[src/rtl/hazard_pkg.sv]
// Shared types for the pipeline hazard controller: forwarding selects and
// the multi-cycle stall FSM state.
package hazard_pkg;

    typedef enum logic [1:0] {
        FWD_RF     = 2'b00,
        FWD_WB_ALU = 2'b01,
        FWD_MEM    = 2'b10,
        FWD_WB_LD  = 2'b11
    } fwd_sel_t;

    typedef enum logic {
        RUN     = 1'b0,
        MC_BUSY = 1'b1
    } mc_state_t;

endpackage

[src/rtl/hazard_ctrl_unit_fwd_sel.sv]
// Forwarding source select for one EX operand; MEM beats WB, x0 never forwards.
module fwd_sel
    import hazard_pkg::*;
#(
    parameter int REG_AW = 5
) (
    input  logic [REG_AW-1:0] rs,
    input  logic [REG_AW-1:0] rd_m,
    input  logic              regwrite_m,
    input  logic [REG_AW-1:0] rd_w,
    input  logic              regwrite_w,
    input  logic              load_w,
    output fwd_sel_t          sel
);

    logic mem_hit;
    logic wb_hit;

    always_comb begin
        mem_hit = regwrite_m && (rd_m != '0) && (rd_m == rs);
        wb_hit  = regwrite_w && (rd_w != '0) && (rd_w == rs);
        sel     = FWD_RF;
        if (mem_hit) begin
            sel = FWD_MEM;
        end else if (wb_hit) begin
            sel = load_w ? FWD_WB_LD : FWD_WB_ALU;
        end
    end

endmodule

[src/rtl/hazard_ctrl_unit.sv]
// Forwarding, load-use, multi-cycle EX stall and branch flush control for the
// 5-stage pipeline, with saturating stall/flush event counters.
module hazard_ctrl_unit
    import hazard_pkg::*;
#(
    parameter int REG_AW     = 5,
    parameter int MC_LAT     = 4,
    parameter int BR_PENALTY = 1,
    parameter int CNT_W      = 16
) (
    input  logic              clk,
    input  logic              rst_n,
    input  logic [REG_AW-1:0] rs1_d,
    input  logic [REG_AW-1:0] rs2_d,
    input  logic [REG_AW-1:0] rs1_e,
    input  logic [REG_AW-1:0] rs2_e,
    input  logic [REG_AW-1:0] rd_e,
    input  logic              load_e,
    input  logic              mc_start_e,
    input  logic              branch_taken_e,
    input  logic [REG_AW-1:0] rd_m,
    input  logic              regwrite_m,
    input  logic [REG_AW-1:0] rd_w,
    input  logic              regwrite_w,
    input  logic              load_w,
    output logic [1:0]        fwd_a_e,
    output logic [1:0]        fwd_b_e,
    output logic              stall_f,
    output logic              stall_d,
    output logic              stall_e,
    output logic              flush_d,
    output logic              flush_e,
    output logic              flush_m,
    output logic [CNT_W-1:0]  stall_cnt,
    output logic [CNT_W-1:0]  flush_cnt,
    output logic              mc_busy
);

    localparam int MCW = (MC_LAT > 2) ? $clog2(MC_LAT) : 1;
    localparam logic [MCW-1:0] MC_INIT  = MCW'(MC_LAT - 2);
    localparam logic [1:0]     PEN_INIT = 2'(BR_PENALTY - 1);

    mc_state_t        state;
    logic [MCW-1:0]   mc_cnt;
    logic [1:0]       pen_cnt;
    fwd_sel_t         sel_a;
    fwd_sel_t         sel_b;
    logic             lu_hit;
    logic             lu_stall;
    logic             br_accept;
    logic             busy;

    fwd_sel #(.REG_AW(REG_AW)) u_fwd_a (
        .rs(rs1_e), .rd_m(rd_m), .regwrite_m(regwrite_m),
        .rd_w(rd_w), .regwrite_w(regwrite_w), .load_w(load_w), .sel(sel_a)
    );

    fwd_sel #(.REG_AW(REG_AW)) u_fwd_b (
        .rs(rs2_e), .rd_m(rd_m), .regwrite_m(regwrite_m),
        .rd_w(rd_w), .regwrite_w(regwrite_w), .load_w(load_w), .sel(sel_b)
    );

    // Combinational terms are gated by rst_n so every output is quiet in reset.
    always_comb begin
        busy      = (state == MC_BUSY);
        lu_hit    = load_e && (rd_e != '0) && ((rd_e == rs1_d) || (rd_e == rs2_d));
        br_accept = rst_n && !busy && branch_taken_e;
        lu_stall  = rst_n && !busy && lu_hit && !branch_taken_e;
        fwd_a_e   = rst_n ? sel_a : FWD_RF;
        fwd_b_e   = rst_n ? sel_b : FWD_RF;
        stall_f   = busy || lu_stall;
        stall_d   = busy || lu_stall;
        stall_e   = busy;
        flush_m   = busy;
        flush_e   = br_accept || lu_stall;
        flush_d   = br_accept || (pen_cnt != '0);
        mc_busy   = busy;
    end

    always_ff @(posedge clk or negedge rst_n) begin
        if (!rst_n) begin
            state   <= RUN;
            mc_cnt  <= '0;
            pen_cnt <= '0;
        end else begin
            case (state)
                RUN: begin
                    if (mc_start_e) begin
                        state  <= MC_BUSY;
                        mc_cnt <= MC_INIT;
                    end
                end
                MC_BUSY: begin
                    if (mc_cnt == '0) begin
                        state <= RUN;
                    end else begin
                        mc_cnt <= mc_cnt - MCW'(1);
                    end
                end
                default: state <= RUN;
            endcase

            if (br_accept) begin
                pen_cnt <= PEN_INIT;
            end else if (pen_cnt != '0) begin
                pen_cnt <= pen_cnt - 2'd1;
            end
        end
    end

    always_ff @(posedge clk or negedge rst_n) begin
        if (!rst_n) begin
            stall_cnt <= '0;
            flush_cnt <= '0;
        end else begin
            if (stall_f && (stall_cnt != '1)) begin
                stall_cnt <= stall_cnt + CNT_W'(1);
            end
            if (br_accept && (flush_cnt != '1)) begin
                flush_cnt <= flush_cnt + CNT_W'(1);
            end
        end
    end

endmodule
[config.mk]
export PLATFORM = sky130hd
export DESIGN_NAME = hazard_ctrl_unit
export DESIGN_NICKNAME = d
export VERILOG_FILES = /design/src/rtl/hazard_pkg.sv /design/src/rtl/hazard_ctrl_unit_fwd_sel.sv /design/src/rtl/hazard_ctrl_unit.sv
export SDC_FILE = /design/constraint.sdc
export NUM_CORES = 1
export LEC_CHECK = 0
export BUFFER_PORTS_ARGS = -buffer_cell sky130_fd_sc_hd__clkbuf_2
export CAP_MARGIN = 10
export CORE_MARGIN = 10
export CORE_UTILIZATION = 50
export CTS_BUF_LIST = sky130_fd_sc_hd__clkbuf_4 sky130_fd_sc_hd__clkbuf_8 sky130_fd_sc_hd__clkbuf_16
export DETAILED_ROUTE_END_ITERATION = 12
export MAX_ROUTING_LAYER = met4
export PLACE_DENSITY_LB_ADDON = 0.3
export SYNTH_ARGS = -nofsm -noshare
export SYNTH_HDL_FRONTEND = slang
export SYNTH_HIERARCHICAL = 1
export SYNTH_SLANG_ARGS = --single-unit
export TNS_END_PERCENT = 30
[constraint.sdc]
create_clock -name clk -period 5 [get_ports clk]
set_input_delay 0.25 -clock clk [delete_from_list [all_inputs] [get_ports clk]]
set_output_delay 0.25 -clock clk [all_outputs]
set_load 0.02 [all_outputs]
## Word level (Yosys, flattened, before mapping)

Index checks and enable logic that the tools add are counted.

- Flip-flop bits (word level): 37
- Bits in latches: 0
- Bits in writable memories: 0
- Memory bits (read-only): 0
- Input port bits: 43
- Logic and storage cells: 62
- Memories kept: 0

- Add/sub/neg operators: 4
- $mul: 0
- Divide/modulo/power cells: 0
- Order comparisons: 0
- Equal/unequal tests: 10
- Shift-type cells: 0
- Mux-type cells: 15
- Bitwise gates (word level): 1
- Reductions and logical operators: 27

Operators by type and width:

| kind | count |
|---|---|
| $add A16 B1 Y16 const B | 2 |
| $ne A16 B16 Y1 const B | 2 |
| $eq A5 B5 Y1 | 6 |
| $mux W2 | 11 |
| $reduce_bool A5 Y1 | 3 |
| $logic_and A1 B1 Y1 | 14 |
| $logic_or A1 B1 Y1 | 4 |
| $ne A2 B2 Y1 const B | 2 |
| $pmux W2 S2 | 1 |
| $reduce_bool A2 Y1 | 2 |
| $sub A2 B1 Y2 const B | 2 |
| $logic_not A1 Y1 | 2 |
| $logic_not A2 Y1 | 1 |
| $mux W1 | 2 |
| $pmux W1 S2 | 1 |
| $reduce_and A2 Y1 | 1 |
| $not A1 Y1 | 1 |

## Longest topological paths before layout

Gate-level depths: netlist of the first run.

- Depth in word-level cells: 7
- Depth in mapped cells: 7
- Mapped depth without buffers: 7

## Hierarchy

Netlist of the first run, hierarchy kept.

Modules (own cells, without submodules):

| module | instances | cells an instance | area each (µm²) |
|---|---|---|---|
| hazard_ctrl_unit | 1 | 184 | 1,989.4 |
| fwd_sel | 2 | 20 | 163.9 |

## Worst setup path after synthesis of the first run

OpenSTA, ideal clock, no wires.

- Path kind: register to register
- From: reg stall_cnt[0]
- To: reg stall_cnt[1]
- Library setup time: 0.127 ns
- Arrival time: 1.882 ns
- Slack: 2.990 ns
- Cell stages (with the launch flop): 7
- Period minus slack after synthesis: 2.010 ns
- Cells stage by stage: dfrtp_1 -> ha_1 -> and4_1 -> nand3_2 -> o21ai_1 -> o31ai_4 -> mux2_1

- Cells in the longest elaborated chain, start to end: 2
- Elaborated cells on any way between the ends: 3

RTL lines:

| item | RTL line | RTL |
|---|---|---|
| start: declaration | hazard_ctrl_unit.sv:34 | `output logic [CNT_W-1:0] stall_cnt,` |
| start signal: assignment | hazard_ctrl_unit.sv:117 | `stall_cnt <= stall_cnt + CNT_W'(1);` |
| parallel branches: the longest is 2 deep, another holds $add A16 B1 Y16 | - |  |

Several ways; the timed one is not identified.
A chain may end at the register's enable or synchronous reset.

## Final worst setup path of the first run

- From: reg state (netlist: flush_m)
- To: out stall_d

- Cells in the longest elaborated chain, start to end: 5

RTL lines:

| item | RTL line | RTL |
|---|---|---|
| start: declaration | hazard_ctrl_unit.sv:43 | `mc_state_t state;` |
| start signal: assignment | hazard_ctrl_unit.sv:82 | `state <= RUN;` |
| start signal: assignment | hazard_ctrl_unit.sv:89 | `state <= MC_BUSY;` |
| start signal: assignment | hazard_ctrl_unit.sv:95 | `state <= RUN;` |
| $logic_not A1 Y1 | hazard_ctrl_unit.sv:68 | `lu_stall = rst_n && !busy && lu_hit && !branch_taken_e;` |
| $logic_and A1 B1 Y1 (3 in series) | hazard_ctrl_unit.sv:68 |  |
| $logic_or A1 B1 Y1 * | hazard_ctrl_unit.sv:72 | `stall_d = busy \|\| lu_stall;` |
| end: declaration | hazard_ctrl_unit.sv:29 | `output logic stall_d,` |

Every way passes the cells marked *; elsewhere a longest branch is shown, timed or not.

==> impl_metrics.tcl, run 1 <==
set metrics [dict create \
    outcome "finished clean" \
    die_y_um 88.1 \
    synth-main-ff-cell "dfrtp_1" \
    ant_nets 0 \
    synth.top_cell.area_share_pct 40.0 \
    power_frac_comb_pct 40.1 \
    clk_pin_slew_worst_paths_ps 70 \
    overflow 0 \
    p_total_mw 1.13 \
    first_global_vias 2064 \
    crit_path_cell_trace "nand4bb_1 > a21oi_1 > clkinv_1 > o21ba_1 > inv_1 > clkbuf_2" \
    syn2layout_area_growth_pct 24.2 \
    cts_max_path_buffers 2 \
    diodes 0 \
    drv_slew 0 \
    yosys-top-cells-area "dfrtp_1, xnor2_1, xor2_1, nand2_1, nand3_1" \
    grt_setup_unrepaired "false" \
    coreArea_sq_mm 0.00441 \
    row_count 24 \
    yosys_warnings 6 \
    worstMarginPinSlew_ps 511 \
    wire_per_inst_um 15.2 \
    ys_types 46 \
    drt_pass1_iterations 4 \
    min_path_type "input pin to asynchronous set/reset pin" \
    switchingPower_mw 0.471 \
    hold_violations 0 \
    die_w_um 88.1 \
    synth_edf_count 0 \
    ctsResizeCount 0 \
    synth_nets 271 \
    post_cts_buffers 0 \
    htreeDepth 2 \
    ios 86 \
    critPathCaptureType "output port" \
    clock-skew-final_ps 5.01 \
    critPathMaxStageDelay_ps 500 \
    arrival_ps 1960 \
    cp_top_family "flip-flops" \
    synth-async-reset-ratio_pct 100 \
    synth-seq-area-share_pct 40.0 \
    drc 0 \
    critPathMaxFanout 10 \
    synth_area_per_cell_sq_um 10.3 \
    initial_core_util_pct 52.5 \
    crit_type "flip-flop to output port" \
    antenna_found_initial 0 \
    clockRootBuffer "clkbuf_8" \
    dp_slack_ps 2610 \
    gp_congestion 0.765 \
    grt_usage_pct 14.9 \
    reg2reg_from "flush_m" \
    drive_gt1_share_pct 35.0 \
    cts-hold-fix-buffers 0 \
    fin_crit_sh_pct 44.1 \
    numPortBuffers 85 \
    clock-sinks 37 \
    reg2reg_to "stall_cnt[12]" \
    syn_inst 224 \
    syn-cell-area_sq_mm 0.00232 \
    fin_ws_ps 2790 \
    vias_per_cell 5.36 \
    start_kind "flip-flop" \
    die_area_sq_mm 0.00776 \
    finalSetupViolCount 0 \
    maxCapViolations 0 \
    layout_min_cycle_time_ps 2210 \
    drt_iter0_markers 50 \
    crit_slowest_cell "dfrtp_1" \
    grt_pass1_wl_um 9160 \
    r2r_cells 6 \
    yosysTopAreaCell "dfrtp_1" \
    crit_buf_inv 3 \
    pwr-share-seq_pct 40.5 \
    required_ps 4750 \
    cts_tree "done" \
    powerDensity_mw_per_mm2 392 \
    nets 360 \
    peakVddDrop_uv 326 \
    internal_power_mw 0.657 \
    power_frac_clock_pct 19.3 \
    leakagePower_nw 1.43 \
    fmaxAchievable_ghz 0.453 \
    grt_max_degree 45 \
    routed_wl_um 5580 \
    relSlewSlack_pct 65.9 \
    ys_ff_latch 37 \
    setup-tns-final_ps 0 \
    dpl.hpwl_um 4550 \
    vias 1963 \
    swShare_pct 41.8 \
    clock_latency_ps 290 \
    reg2reg_slack_ps 2850 \
    cts_buffers 5 \
]
==> routing by layer <==
metal / GRT usage (%) / share of wire, %
met3: 3.99 / 6.0
met1: 15.7 / 40
met5: - / 0
met4: 4.71 / 1.7
met2: 26.5 / 52
==> layout by cell type (no fill, tap or decap), types with 2 or more instances in the layout <==
| master | count |
|---|---|
| a211oi_1 | 2 |
| nor3_2 | 2 |
| and4_1 | 4 |
| nor2_1 | 14 |
| o21ai_0 | 3 |
| nand3_1 | 13 |
| nand2_1 | 18 |
| nor3_1 | 4 |
| xnor2_1 | 27 |
| a2111oi_2 | 2 |
| dfrtp_1 | 37 |
| o21ai_1 | 2 |
| xor2_1 | 26 |
| a21oi_1 | 3 |
| a41o_1 | 2 |
| clkbuf_2 | 85 |
| inv_1 | 8 |
| nand4_1 | 8 |
| and2_1 | 4 |
| and4b_1 | 2 |
| o41ai_2 | 2 |
| ha_1 | 4 |
| nor2_2 | 2 |
| and3_1 | 4 |
| o41ai_1 | 2 |
| mux2_1 | 5 |
| clkbuf_8 | 6 |
| nand2b_1 | 2 |
==> layout make-up <==
class	count	area, sq um
Multi-Input combinational cell	174	1320
Clock buffer	6	82.6
Inverter	9	33.8
Fill cell	367	1540
Timing Repair Buffer	86	433
Sequential cell	37	926
Tap cell	52	65.1
Clock inverter	2	13.8
==> worst reg2reg max path, cell delays in order (launching register included) <==
cell,delay (ps)
dfrtp_1,500
nand4bb_1,220
a21oi_1,140
clkinv_1,160
o21ba_1,340
nor4b_4,320
mux2_1,350
==> logic make-up after synthesis <==
family          Yosys count  share of synthesized area, %
simple gates             85                          21.7
xor+xnor                 53                          20.0
mux                       6                          2.86
buf+inv                  13                          2.92
compound gates           26                          10.4
fa+ha+maj                 4                          2.16
flops                    37                          40.0
==> registers in the layout (all words and copies together), names as in the netlist <==
signal	flops
flush_cnt	16
pen_cnt	2
flush_m	1
mc_cnt	2
stall_cnt	16
==> synthesized netlist by cell type, types with 3 or more instances <==
cell type	instances
nand4_1	8
ha_1	4
nand3_1	13
xor2_1	26
and3_1	4
xnor2_1	27
dfrtp_1	37
inv_1	8
buf_4	3
mux2_1	5
o21ai_0	3
a21oi_1	3
nand2_1	18
and2_1	4
nor3_1	4
and4_1	4
nor2_1	14
==> worst max path at each step <==
stage               cells past startpoint    startpoint             to  slack (ps)
detailed placement                      8         rst_n  stall_cnt[12]        2610
global placement                        8         rst_n  stall_cnt[12]        2680
floorplan                               6  stall_cnt[0]   stall_cnt[1]        2990
global route                            6       flush_m        stall_f        2660
CTS                                     6       flush_m        stall_d        2790
finish                                  6       flush_m        stall_d        2790
==> power by group through the flow <==
stage | registers (mW) | clock network [mW] | logic (mW)
2_1_floorplan | 0.506 | 0 | 0.267
5_1_grt | 0.469 | 0.237 | 0.502
3_5_place_dp | 0.462 | 0 | 0.460
4_1_cts | 0.456 | 0.224 | 0.463
3_3_place_gp | 0.459 | 0 | 0.444
6_report | 0.457 | 0.218 | 0.453
==> through the flow <==
step	util [%]	hold WS, ps	area, sq um	instances
floorplan	-	-45.6	2320	224
global placement	63.0	338	2780	358
detailed placement	63.0	346	2780	358
CTS	65.2	25.8	2880	366
global route	65.2	55.5	2880	366
finish	65.2	13.9	2880	366
(Power assumes the default switching activity.)
==> inputs of run 2 (changes only) <==
--- a/config.mk
+++ b/config.mk
@@ -8,7 +8,7 @@
 export BUFFER_PORTS_ARGS = -buffer_cell sky130_fd_sc_hd__clkbuf_2
 export CAP_MARGIN = 10
 export CORE_MARGIN = 10
-export CORE_UTILIZATION = 50
+export CORE_UTILIZATION = 45
 export CTS_BUF_LIST = sky130_fd_sc_hd__clkbuf_4 sky130_fd_sc_hd__clkbuf_8 sky130_fd_sc_hd__clkbuf_16
 export DETAILED_ROUTE_END_ITERATION = 12
 export MAX_ROUTING_LAYER = met4
==> constraint.sdc (replaced) <==
create_clock -name clk -period 1.9 [get_ports clk]
set_input_delay 0.095 -clock clk [delete_from_list [all_inputs] [get_ports clk]]
set_output_delay 0.095 -clock clk [all_outputs]
set_load 0.02 [all_outputs]
==> impl_metrics.tcl, run 2 (synthesized netlist as in run 1, its figures left out) <==
set metrics [dict create \
    drt_iter0_markers 51 \
    arrival_ps 1980 \
    clockRootBuffer "clkbuf_8" \
    nFillCells 430 \
    final_util_pct 61.0 \
    hold_depth 3 \
    reg2reg_from "stall_cnt[1]" \
    gp_congestion 0.792 \
    hold_violations 0 \
    diodes 0 \
    cts_max_path_buffers 2 \
    reg2reg_to "stall_cnt[12]" \
    die_area_sq_mm 0.00842 \
    htreeDepth 2 \
    final_cell_mix "clkbuf_2, dfrtp_1, xnor2_1, xor2_1, nand2_1" \
    whs_ps 116 \
    start_kind "flip-flop" \
    die_w_um 91.8 \
    required_ps 2070 \
    coreArea_sq_mm 0.00504 \
    dpl_cell_area_sq_mm 0.00293 \
    reg.largest.list "flush_cnt: 16 flops, stall_cnt: 16 flops" \
    grt_setup_unrepaired "false" \
    clock_latency_ps 280 \
    nets 375 \
    routed_wl_um 5640 \
    grt_pass1_wl_um 9650 \
    fin_crit_sh_pct 95.5 \
    clk_pin_slew_worst_paths_ps 70 \
    cts_tree "done" \
    dpl.hpwl_um 4700 \
    worstMarginPinSlew_ps 360 \
    final_common_cell "clkbuf_2" \
    relSlewSlack_pct 76.0 \
    maxCapViolations 0 \
    vias_per_cell 4.98 \
    crit_type "flip-flop to flip-flop" \
    syn2layout_area_growth_pct 32.7 \
    antenna_found_initial 0 \
    row_count 26 \
    r2r_cells 6 \
    grt_max_degree 32 \
    layout_min_cycle_time_ps 1810 \
    finalNonFillerCells 399 \
    leakagePower_nw 1.50 \
    drt_pass1_iterations 4 \
    first_global_vias 2150 \
    ant_nets 0 \
    min_path_type "input pin to flip-flop" \
    vias 1988 \
    place_inst 390 \
    grt_usage_pct 13.9 \
    drc 0 \
    finalInstanceArea_sq_mm 0.00308 \
    fmaxAchievable_ghz 0.551 \
    hold_end "flush_m" \
    outcome "finished clean" \
    powerDensity_mw_per_mm2 1050 \
    critPathCaptureType "flip-flop" \
    critPathMaxFanout 5 \
    wire_per_inst_um 14.1 \
    ios 86 \
    reg2reg_slack_ps 90 \
    drive_gt1_share_pct 40.4 \
    worstHoldStart "mc_start_e" \
    drv_slew 0 \
    overflow 0 \
    finalSetupViolCount 0 \
    die_y_um 91.8 \
    clock-sinks 37 \
    clock-skew-final_ps 3.14 \
    initial_core_util_pct 46.0 \
    cts_buffers 5 \
    peakVddDrop_uv 799 \
    numPortBuffers 85 \
]
## run 2: timing repair
| action | in CTS | in global routing |
|---|---|---|
| setup buffers | 0 | 0 |
| resized for setup | 0 | 3 |
| endpoints found under the hold margin | 10 | 0 |
| endpoints found under the setup margin | 0 | 10 |
| hold buffers | 1 | 0 |
## run 2: where the power goes
group / leakage [nW] / internal (mW) / switching [mW]
Clock: 0.0574 / 0.427 / 0.277
Sequential: 0.482 / 0.977 / 0.203
Combinational: 0.965 / 0.555 / 0.777
Total: 1.50 / 1.96 / 1.26
## run 2: stage by stage
step           power, mW  setup WS, ps  TNS [ps]
3_3_place_gp        2.49           124         0
2_1_floorplan       2.06         -11.0     -11.0
6_report            3.22          86.1         0
4_1_cts             3.26          36.0         0
5_1_grt             3.48          1.96         0
3_5_place_dp        2.55          71.1         0
## run 2: how the worst max path moves through the flow
stage | from | endpoint | slack, ps | cells after the start
final | stall_cnt[1] | stall_cnt[12] | 90 | 6
after detailed placement | stall_cnt[1] | stall_cnt[4] | 70 | 8
after CTS | flush_m | stall_cnt[12] | 40 | 6
after global routing | flush_m | stall_cnt[7] | 2 | 8
after floorplan | stall_cnt[0] | stall_cnt[1] | -10 | 6
after global placement | flush_m | stall_cnt[12] | 120 | 6
## run 2: layer usage
layer | global-route usage [%] | share of wire (%) | vias up
met4 | 1.93 | 0.30 | 0
met1 | 15.3 | 41 | 935
met3 | 4.81 | 6.4 | 2
met5 | - | 0 | -
li1 | - | - | 1000
met2 | 24.5 | 52 | 51
## run 2: cell type report
type | count | area [sq um] | area share (%)
repair buffers | 101 | 552 | 17.9
flip-flops and latches | 37 | 930 | 30.2
clock inverters | 2 | 37.5 | 1.22
multi-input cells | 174 | 1350 | 43.9
well taps | 70 | 87.6 | 2.85
clock buffers | 6 | 82.6 | 2.69
inverters | 9 | 35.0 | 1.14
## run 2: critical path, stage by stage, from the launching register on
cell and delay (ps):
dfrtp_2 400, ha_2 180, and4_4 250, nand3_4 90
buf_4 170, nor4b_4 270, mux2_1 340
==> inputs of run 3 (changes only) <==
--- a/config.mk
+++ b/config.mk
@@ -11,7 +11,6 @@
 export CORE_UTILIZATION = 45
 export CTS_BUF_LIST = sky130_fd_sc_hd__clkbuf_4 sky130_fd_sc_hd__clkbuf_8 sky130_fd_sc_hd__clkbuf_16
 export DETAILED_ROUTE_END_ITERATION = 12
-export MAX_ROUTING_LAYER = met4
 export PLACE_DENSITY_LB_ADDON = 0.3
 export SYNTH_ARGS = -nofsm -noshare
 export SYNTH_HDL_FRONTEND = slang
==> impl_metrics.tcl, run 3 (synthesized netlist as in run 1, its figures left out) <==
set metrics [dict create \
    finalSetupViolCount 0 \
    diodes 0 \
    antenna_found_initial 0 \
    clk_pin_slew_worst_paths_ps 70 \
    grt_max_degree 32 \
    vias 1986 \
    relSlewSlack_pct 76.0 \
    initial_core_util_pct 46.0 \
    min_path_type "input pin to flip-flop" \
    internal_power_mw 1.96 \
    first_global_vias 2147 \
    cts_buffers 5 \
    routed_wl_um 5640 \
    wire_per_inst_um 14.1 \
    fmaxAchievable_ghz 0.552 \
    syn2layout_area_growth_pct 32.7 \
    fin_ws_ps 87.2 \
    nets 375 \
    final_common_cell "clkbuf_2" \
    coreArea_sq_mm 0.00504 \
    drv_slew 0 \
    reg2reg_slack_ps 90 \
    cts_max_path_buffers 2 \
    clock-skew-final_ps 3.46 \
    critPathCaptureType "flip-flop" \
    post_cts_buffers 0 \
    die_y_um 91.8 \
    dpl.hpwl_um 4700 \
    peakVddDrop_uv 798 \
    drc 0 \
    hold_depth 3 \
    maxCapViolations 0 \
    drt_pass1_iterations 4 \
    ios 86 \
    dp_slack_ps 71.1 \
    start_kind "flip-flop" \
    clockRootBuffer "clkbuf_8" \
    final_util_pct 61.0 \
    power_frac_clock_pct 21.9 \
    reg2reg_from "stall_cnt[1]" \
    worstHoldStart "mc_start_e" \
    cts_tree "done" \
    switchingPower_mw 1.26 \
    power_frac_comb_pct 41.4 \
    clock-sinks 37 \
    whs_ps 115 \
    hold_violations 0 \
    row_count 26 \
    overflow 0 \
    powerDensity_mw_per_mm2 1050 \
    outcome "finished clean" \
    leakagePower_nw 1.50 \
    critPathMaxFanout 5 \
    crit_type "flip-flop to flip-flop" \
    final_cell_mix "clkbuf_2, dfrtp_1, xnor2_1, xor2_1, nand2_1" \
    gp_congestion 0.781 \
    reg2reg_to "stall_cnt[12]" \
    layout_min_cycle_time_ps 1810 \
    pwr-share-seq_pct 36.7 \
    worstMarginPinSlew_ps 360 \
    htreeDepth 2 \
    grt_setup_unrepaired "false" \
    r2r_cells 6 \
    reg.largest.list "flush_cnt: 16 flops, stall_cnt: 16 flops" \
    numPortBuffers 85 \
    die_area_sq_mm 0.00842 \
    drt_iter0_markers 52 \
    fin_crit_sh_pct 95.4 \
    grt_pass1_wl_um 9690 \
    arrival_ps 1980 \
    swShare_pct 39.1 \
    drive_gt1_share_pct 40.4 \
    clock_latency_ps 280 \
    grt_usage_pct 13.6 \
    required_ps 2070 \
    vias_per_cell 4.98 \
    die_w_um 91.8 \
    ant_nets 0 \
    hold_end "flush_m" \
]
[run 3: cell counts in the layout (fill, tap and decap cells not counted)]
No cell type changed its count.
[run 3: per-stage QoR]
step	TNS, ps	std cells	total power, mW	instance area [sq um]
after floorplan	-11.0	224	2.06	2340
after global placement	0	390	2.49	2930
after detailed placement	0	390	2.55	2930
after CTS	0	399	3.26	3060
after global routing	0	399	3.48	3080
final	0	399	3.22	3080
[run 3: area by class of cell]
type	instances	area [sq um]
timing repair buffer	101	552
multi-input combinational	174	1350
sequential	37	930
tap	70	87.6
fill	430	1970
inverter	9	35.0
clock buffer	6	82.6
clock inverter	2	37.5
[run 3: power by group through the flow]
stage	Combinational, mW	Clock [mW]	Sequential, mW
CTS	1.36	0.718	1.18
global placement	1.31	0	1.18
floorplan	0.716	0	1.34
global route	1.50	0.765	1.22
finish	1.33	0.704	1.18
detailed placement	1.36	0	1.19
[run 3: worst max path at each step]
stage                  from       endpoint  cells past startpoint
6_report       stall_cnt[1]  stall_cnt[12]                      6
4_1_cts             flush_m  stall_cnt[12]                      6
3_5_place_dp   stall_cnt[1]   stall_cnt[4]                      8
3_3_place_gp        flush_m  stall_cnt[12]                      6
5_1_grt             flush_m   stall_cnt[7]                      8
2_1_floorplan  stall_cnt[0]   stall_cnt[1]                      6
[run 3: what timing repair did]
action	in CTS	in global routing
setup endpoints to repair	0	10
hold endpoints to repair	10	0
gates resized for setup	0	3
hold buffers	1	0
[run 3: routing by layer]
layer / up-vias / global-route usage, % / part of all wire, %
met5: - / 0 / 0
met4: 0 / 1.93 / 0.30
met3: 2 / 5.46 / 7.2
met2: 51 / 24.5 / 52
met1: 933 / 15.0 / 40
li1: 1000 / - / -
[run 3: worst max-delay path: stages (launching register included)]
cell and delay (ps):
dfrtp_2 400, ha_2 180, and4_4 250, nand3_4 90, buf_4 170, nor4b_4 270
mux2_1 340
